[config.mk]
export PLATFORM = sky130hd
export DESIGN_NAME = comparator_search_ctrl
export DESIGN_NICKNAME = d
export VERILOG_FILES = /design/src/rtl/comparator_search_ctrl.sv
export SDC_FILE = /design/constraint.sdc
export NUM_CORES = 1
export LEC_CHECK = 0
export ABC_CLOCK_PERIOD_IN_PS = 2800
export BUFFER_PORTS_ARGS = -buffer_cell sky130_fd_sc_hd__buf_4
export CORE_ASPECT_RATIO = 2
export CORE_MARGIN = 1
export CORE_UTILIZATION = 52
export CTS_CLUSTER_DIAMETER = 150
export DETAILED_ROUTE_END_ITERATION = 8
export PLACE_DENSITY_LB_ADDON = 0.12
export SETUP_SLACK_MARGIN = 0.15
export SLEW_MARGIN = 10
export SYNTH_ARGS = -nofsm -noshare
export SYNTH_HDL_FRONTEND = slang
export SYNTH_SLANG_ARGS = --single-unit
[constraint.sdc]
create_clock -name clk -period 2.8 [get_ports clk]
set_clock_uncertainty 0.05 [all_clocks]
set_input_delay 0.56 -clock clk [delete_from_list [all_inputs] [get_ports clk]]
set_output_delay 0.56 -clock clk [all_outputs]
set_load 0.02 [all_outputs]
[src/rtl/comparator_search_ctrl.sv]
// Binary-search initiator for an external magnitude comparator: drives Guess as
// operand A, narrows [lo,hi] from the Eq/Gt/Sm flags and reports the found value.
module comparator_search_ctrl #(
    parameter int unsigned WIDTH = 4
) (
    input  logic                          clk,
    input  logic                          rst,
    input  logic                          start,
    input  logic                          Eq,
    input  logic                          Gt,
    input  logic                          Sm,
    output logic [WIDTH-1:0]              Guess,
    output logic                          busy,
    output logic                          done,
    output logic [WIDTH-1:0]              Result,
    output logic                          Err,
    output logic [$clog2(WIDTH+2)-1:0]    Steps
);

    localparam int unsigned SW = $clog2(WIDTH + 2);
    localparam logic [WIDTH-1:0] LAST      = '1;
    localparam logic [WIDTH-1:0] FIRST     = LAST >> 1;
    localparam logic [SW-1:0]    MAX_STEPS = SW'(WIDTH + 1);

    typedef enum logic [1:0] {
        IDLE  = 2'd0,
        PROBE = 2'd1,
        DONE  = 2'd2
    } state_t;

    state_t           state_q, state_d;
    logic [WIDTH-1:0] lo_q, hi_q, lo_d, hi_d;
    logic [WIDTH-1:0] guess_d, result_d;
    logic [WIDTH-1:0] guess_dec, guess_inc;
    logic [SW-1:0]    steps_d, step_num;
    logic             err_d;
    logic             flags_ok;

    // Midpoint with a carry bit so lo+hi never wraps.
    function automatic logic [WIDTH-1:0] mid(input logic [WIDTH-1:0] a,
                                              input logic [WIDTH-1:0] b);
        logic [WIDTH:0] s;
        s = {1'b0, a} + {1'b0, b};
        return WIDTH'(s >> 1);
    endfunction

    // Next-state and datapath update.
    always_comb begin
        state_d   = state_q;
        lo_d      = lo_q;
        hi_d      = hi_q;
        guess_d   = Guess;
        result_d  = Result;
        steps_d   = Steps;
        err_d     = Err;
        step_num  = Steps + SW'(1);
        guess_dec = Guess - WIDTH'(1);
        guess_inc = Guess + WIDTH'(1);
        // Exactly one flag: odd parity and not all three.
        flags_ok  = (Eq ^ Gt ^ Sm) & ~(Eq & Gt & Sm);

        case (state_q)
            IDLE, DONE: begin
                if (start) begin
                    state_d = PROBE;
                    lo_d    = '0;
                    hi_d    = LAST;
                    guess_d = FIRST;
                    steps_d = '0;
                    err_d   = 1'b0;
                end
            end
            PROBE: begin
                steps_d = step_num;
                if (!flags_ok) begin
                    state_d = DONE;
                    err_d   = 1'b1;
                end else if (Eq) begin
                    state_d  = DONE;
                    result_d = Guess;
                    err_d    = 1'b0;
                end else if (step_num == MAX_STEPS) begin
                    state_d = DONE;
                    err_d   = 1'b1;
                end else if (Gt) begin
                    if (Guess == lo_q) begin
                        state_d = DONE;
                        err_d   = 1'b1;
                    end else begin
                        hi_d    = guess_dec;
                        guess_d = mid(lo_q, guess_dec);
                    end
                end else begin
                    if (Guess == hi_q) begin
                        state_d = DONE;
                        err_d   = 1'b1;
                    end else begin
                        lo_d    = guess_inc;
                        guess_d = mid(guess_inc, hi_q);
                    end
                end
            end
            default: state_d = IDLE;
        endcase
    end

    // State and output registers; busy/done are registered decodes of the next state.
    always_ff @(posedge clk or posedge rst) begin
        if (rst) begin
            state_q <= IDLE;
            lo_q    <= '0;
            hi_q    <= '0;
            Guess   <= '0;
            Result  <= '0;
            Steps   <= '0;
            Err     <= 1'b0;
            busy    <= 1'b0;
            done    <= 1'b0;
        end else begin
            state_q <= state_d;
            lo_q    <= lo_d;
            hi_q    <= hi_d;
            Guess   <= guess_d;
            Result  <= result_d;
            Steps   <= steps_d;
            Err     <= err_d;
            busy    <= (state_d == PROBE);
            done    <= (state_d == DONE);
        end
    end

endmodule
After elaboration in Yosys (flattened, before gate mapping)
Cells that the tools add are included.
{ "totals": {"register_bits": 24, "word_cells": 88, "out_inout_bits": 14, "inputBits": 6} }
{ "classes": {"bitwise_logic": 6, "n_reduce_logical": 9, "eq_ne": 19, "muxes": 40, "n_addsub": 5} }
{ "ops": {"columns": ["operator", "count"], "rows": [
  ["4-bit two-way mux", 19],
  ["4-bit case mux with 2 select lines", 3],
  ["7-bit AND reduction", 3],
  ["2-bit inequality test (second input constant)", 8],
  ["2-bit two-way mux", 7],
  ["6-bit inequality test (second input constant)", 2],
  ["4-bit by 4-bit adder with 5-bit output", 2],
  ["4-bit == test", 2],
  ["1-bit two-way mux", 7],
  ["3-bit inequality test (second input constant)", 2],
  ["3-bit case mux with 2 select lines", 1],
  ["4-bit by 1-bit adder with 4-bit output (second input constant)", 1],
  ["2-bit by 1-bit == test with 1-bit output (second input constant)", 2],
  ["2-bit == test (second input constant)", 2],
  ["2-bit case mux with 2 select lines", 1],
  ["4-bit AND reduction", 1],
  ["4-bit by 1-bit subtractor with 4-bit output (second input constant)", 1],
  ["3-bit by 1-bit adder with 3-bit output (second input constant)", 1],
  ["1-bit bitwise AND", 3],
  ["3-bit == test (second input constant)", 1],
  ["3-bit two-way mux", 1],
  ["3-bit AND reduction", 1],
  ["2-bit logical NOT", 1],
  ["1-bit case mux with 2 select lines", 1],
  ["other kinds (5)", 6]
]} }

Depth between registers and ports, before layout
{ "depth": {"depth_word": 8, "ltp_mapped": 10, "depth_no_buf": 9} }

Worst setup path before layout
Ideal clock, no wire load.
{ "synth_path": {"path_type": "input -> register", "from": "input port Gt", "to": "register lo_q[0]", "path_stages": 7, "setup_slack_ns": 0.617, "setup_ns": 0.125, "path_buffers": 0, "t_arrival_ns": 2.008, "t_required_ns": 2.625, "path_cell_list": "inv_1 ha_1 nor3b_2 o2bb2ai_2 o31ai_4 nand2_2 mux2_2"} }
{ "synth_via": {"elab_chain_cells": 6, "word_cells_on_any_way": 9, "classes_between": "eq/ne: 2; bitwise: 6; reduce/logical: 1"} }
{ "synth_rtl": {"columns": ["item", "line_no", "rtl"], "rows": [
  ["start: declaration", "10", "input logic Gt,"],
  ["1-bit bitwise AND (2 in series)", "60", "flags_ok = (Eq ^ Gt ^ Sm) & ~(Eq & Gt & Sm);"],
  ["1-bit NOT", "60", null],
  ["1-bit bitwise AND", "60", null],
  ["2-bit inequality test (no line)", null, null],
  ["7-bit AND reduction (no line) *", null, null],
  ["end signal: assignment", "121", "lo_q <= lo_d;"],
  ["end: declaration", "32", "logic [WIDTH-1:0] lo_q, hi_q, lo_d, hi_d;"]
]} }
Every way passes the cells marked *; elsewhere a longest branch is shown, timed or not.
A chain may end at the register's enable or synchronous reset.

Worst setup path in the final report
{ "layout_path": {"from": "register Guess[0]", "to": "register Guess[2]"} }
{ "layout_via": {"elab_chain_cells": 8, "word_cells_on_any_way": 16, "classes_between": "add/sub: 4; eq/ne: 4; mux: 7; reduce/logical: 1"} }
{ "layout_rtl": {"columns": ["item", "line_no", "rtl"], "rows": [
  ["start: declaration", "12", "output logic [WIDTH-1:0] Guess,"],
  ["start signal: assignment", "123", "Guess <= guess_d;"],
  ["4-bit by 1-bit adder with 4-bit output or 4-bit by 1-bit subtractor with 4-bit output (tied branches)", "58, 57", null],
  ["4-bit by 4-bit adder with 5-bit output", "43", "s = {1'b0, a} + {1'b0, b};"],
  ["4-bit two-way mux, on equally long branches", "94, 86", null],
  ["4-bit two-way mux", "85", "end else if (Gt) begin"],
  ["4-bit two-way mux", "82", "end else if (step_num == MAX_STEPS) begin"],
  ["4-bit two-way mux", "78", "end else if (Eq) begin"],
  ["4-bit two-way mux", "75", "if (!flags_ok) begin"],
  ["4-bit case mux with 2 select lines", "62", "case (state_q)"]
]} }
Parallel ways exist; a longest one is shown, timed or not. The select of a mux whose other input is x is not followed.

==> impl_metrics.py <==
metrics = {
    "clock_tree": {
        "post_cts_buffers": 0,
        "cts_tree": "built",
        "path_clk_slew_ns": 0.09,
        "cts_hold_buf": 0,
        "clk_latency_ns": 0.27,
        "cts_root_buf": "clkbuf_8",
        "cts_sinks": 24,
        "htreeDepth": 1,
        "clk_path_buf_depth": 2,
        "cts_made_buffers": 3,
        "post_cts.resized_instances": 0,
    },
    "critical_path": {
        "r2r-end": "Guess[2]$_DFFE_PP0P_",
        "crit_path_start_kind": "register",
        "worstReg2RegStart": "Guess[0]$_DFFE_PP0P_",
        "r2r_setup_slack_ns": 0.62,
        "critPathMaxFanout": 4,
        "worstPathRequired_ns": 2.95,
        "end_kind": "register",
        "reg2reg_depth": 9,
        "cp.arrival_ns": 2.33,
        "crit_type": "register to register",
    },
    "min_path": {
        "worstHoldPathType": "input port to asynchronous set/reset pin",
    },
    "floorplanning": {
        "die_width_um": 41.4,
        "rows": 28,
        "die_area_um2": 3350,
        "pin_count": 20,
        "start_util": 0.550,
        "die_y_um": 80.9,
        "core_um2": 2940,
    },
    "power": {
        "ir_worst_vdd_uv": 577,
        "leakage_uw": 0.000907,
        "powerDensity_nw_per_um2": 969,
    },
    "cells_and_area": {
        "final_util": 0.640,
        "fin_nets": 209,
        "fin_area_um2": 1880,
        "stdcell_count": 215,
        "diodes": 0,
        "area_growth_pct": 16.4,
        "drive_gt1_frac": 0.211,
    },
    "global_route": {
        "grt_overflow_total": 0,
        "grt_pass1_wl_um": 6490,
        "grt_pass1_vias": 1299,
        "grt_max_degree": 25,
        "track_usage": 0.259,
        "antenna_found_initial": 0,
    },
    "placement": {
        "portBuffers": 19,
        "dp_cells": 211,
        "dpl.hpwl_um": 3180,
        "gp_congestion": 0.894,
        "placed_cell_area_um2": 1810,
    },
    "status": {
        "status": "completed",
    },
    "timing": {
        "drv_slew": 0,
        "worstMarginPinSlew_ns": 0.938,
        "final.setup.tns_ns": 0,
        "post-route-period-util": 0.779,
        "whs_ns": 0.442,
        "finalSetupViolCount": 0,
        "fmax_ghz": 0.459,
        "relSlewSlack": 0.374,
        "post-route-min-period_ns": 2.18,
        "rsz0062_at_grt": "false",
        "hold_viol": 0,
    },
    "logic_synthesis": {
        "synthCells": 162,
        "synthesis.area_um2": 1620,
        "synthDistinctLibCells": 37,
        "synth_fp_nets": 185,
        "yosys.area.top_type": "dfrtp_1",
        "synthArstFlopShare": 1.00,
        "ys_ff_latch": 24,
        "synth_top_area_frac": 0.371,
        "synth_edf_count": 0,
        "synth-warning-count": 0,
        "syn_avg_cell_area_um2": 9.99,
        "seq_area_frac_synth": 0.371,
        "synthTopCellsByArea": "dfrtp_1 37%, ha_1 12%, xnor2_1 6.5%, inv_1 3.7%, mux2i_1 3.1%",
        "ys.flop_type": "dfrtp_1",
    },
    "run": {
        "maxCapViolations": 0,
    },
    "route": {
        "num_vias": 1268,
        "routedWlPerCell_um": 18.2,
        "first_pass_iters": 4,
        "routed_via_density": 5.90,
        "drt_iter0_markers": 20,
        "ant_nets": 0,
        "drc": 0,
        "drt-total-wl_um": 3920,
    },
}
Yosys cell counts, drive strengths merged, types with 2 or more instances:
cell and instances:
a21boi 2, a21o 5, a21oi 9, a22oi 2
a2bb2oi 3, a31oi 2, buf 3, clkbuf 2
dfrtp 24, fa 2, ha 15, inv 16
mux2 4, mux2i 5, nand2 12, nand2b 4
nand3 5, nand4 2, nor2 6, nor2b 3
nor3 2, o21ai 7, o22ai 2, o2bb2ai 2
o31ai 2, xnor2 12, xor2 4
layout by cell type (no fill, tap or decap), drive strengths merged, types with 3 or more instances in the layout:
cell,instances
clkbuf,3
a2bb2oi,3
nand2,12
nand3,5
mux2,4
a21o,5
xor2,4
nor2,6
dfrtp,24
xnor2,12
nand2b,4
buf,24
nor2b,3
ha,15
o21ai,7
inv,16
a21oi,9
mux2i,5
power breakdown:
part           switching, uW  total (uW)  internal [uW]
Combinational            513         937            425
Clock                    120         311            191
Sequential               121         576            455
Total                    754        1820           1070
how the worst max path moves through the flow:
stage | startpoint | to | slack, ns | depth (start not counted)
floorplan | Gt | lo_q[0]$_DFFE_PP0P_ | 0.62 | 7
global placement | Gt | lo_q[1]$_DFFE_PP0P_ | 0.45 | 8
detailed placement | Gt | lo_q[0]$_DFFE_PP0P_ | 0.35 | 8
CTS | Guess[0]$_DFFE_PP0P_ | Guess[2]$_DFFE_PP0P_ | 0.61 | 9
finish | Guess[0]$_DFFE_PP0P_ | Guess[2]$_DFFE_PP0P_ | 0.62 | 9
global route | Guess[0]$_DFFE_PP0P_ | Guess[2]$_DFFE_PP0P_ | 0.49 | 9
layout make-up:
class                      count  area [um^2]
clock buffer                   3         41.3
clock inverter                 1         30.0
fill                         257         1060
inverter                      16         60.1
multi-input combinational    117          933
sequential                    24          601
tap                           30         37.5
timing repair buffer          24          180
stage by stage:
| stage | worst slack (ns) | total power (uW) |
|---|---|---|
| floorplan | 0.617 | 1220 |
| global placement | 0.450 | 1490 |
| detailed placement | 0.350 | 1520 |
| CTS | 0.614 | 1830 |
| global route | 0.495 | 1940 |
| finish | 0.619 | 1820 |
per-layer routing:
metal	track usage	part of all wire	vias to the layer above	wire, um
met1	0.275	0.36	618	1420
li1	-	-	601	-
met4	0.142	0.046	0	180
met2	0.489	0.56	34	2200
met3	0.0222	0.030	15	117
met5	0	0	-	0
sequential cells by signal (all words and copies together) (netlist names), 2 cells and up:
signal,cells
Guess,4
Result,4
hi_q,4
lo_q,4
Steps,3
state_q,2
critical path, cell delays in order (launching register included):
cell	delay, ns
dfrtp_1	0.38
inv_1	0.15
ha_1	0.30
inv_1	0.15
ha_1	0.24
a21o_1	0.17
a21oi_1	0.17
xnor2_1	0.17
mux2i_1	0.13
a2bb2oi_1	0.18
cells by family after synthesis:
family                   count (synthesis)  share of synthesized area
AND/OR/NAND/NOR                         38                      0.123
buffers and inverters                   21                     0.0518
adder cells (fa/ha/maj)                 17                      0.141
XOR/XNOR                                16                     0.0866
multiplexers                             9                     0.0588
AO/OA/AOI/OAI                           37                      0.168
flip-flops                              24                      0.371
No activity file was read; power rests on OpenSTA's default activity.
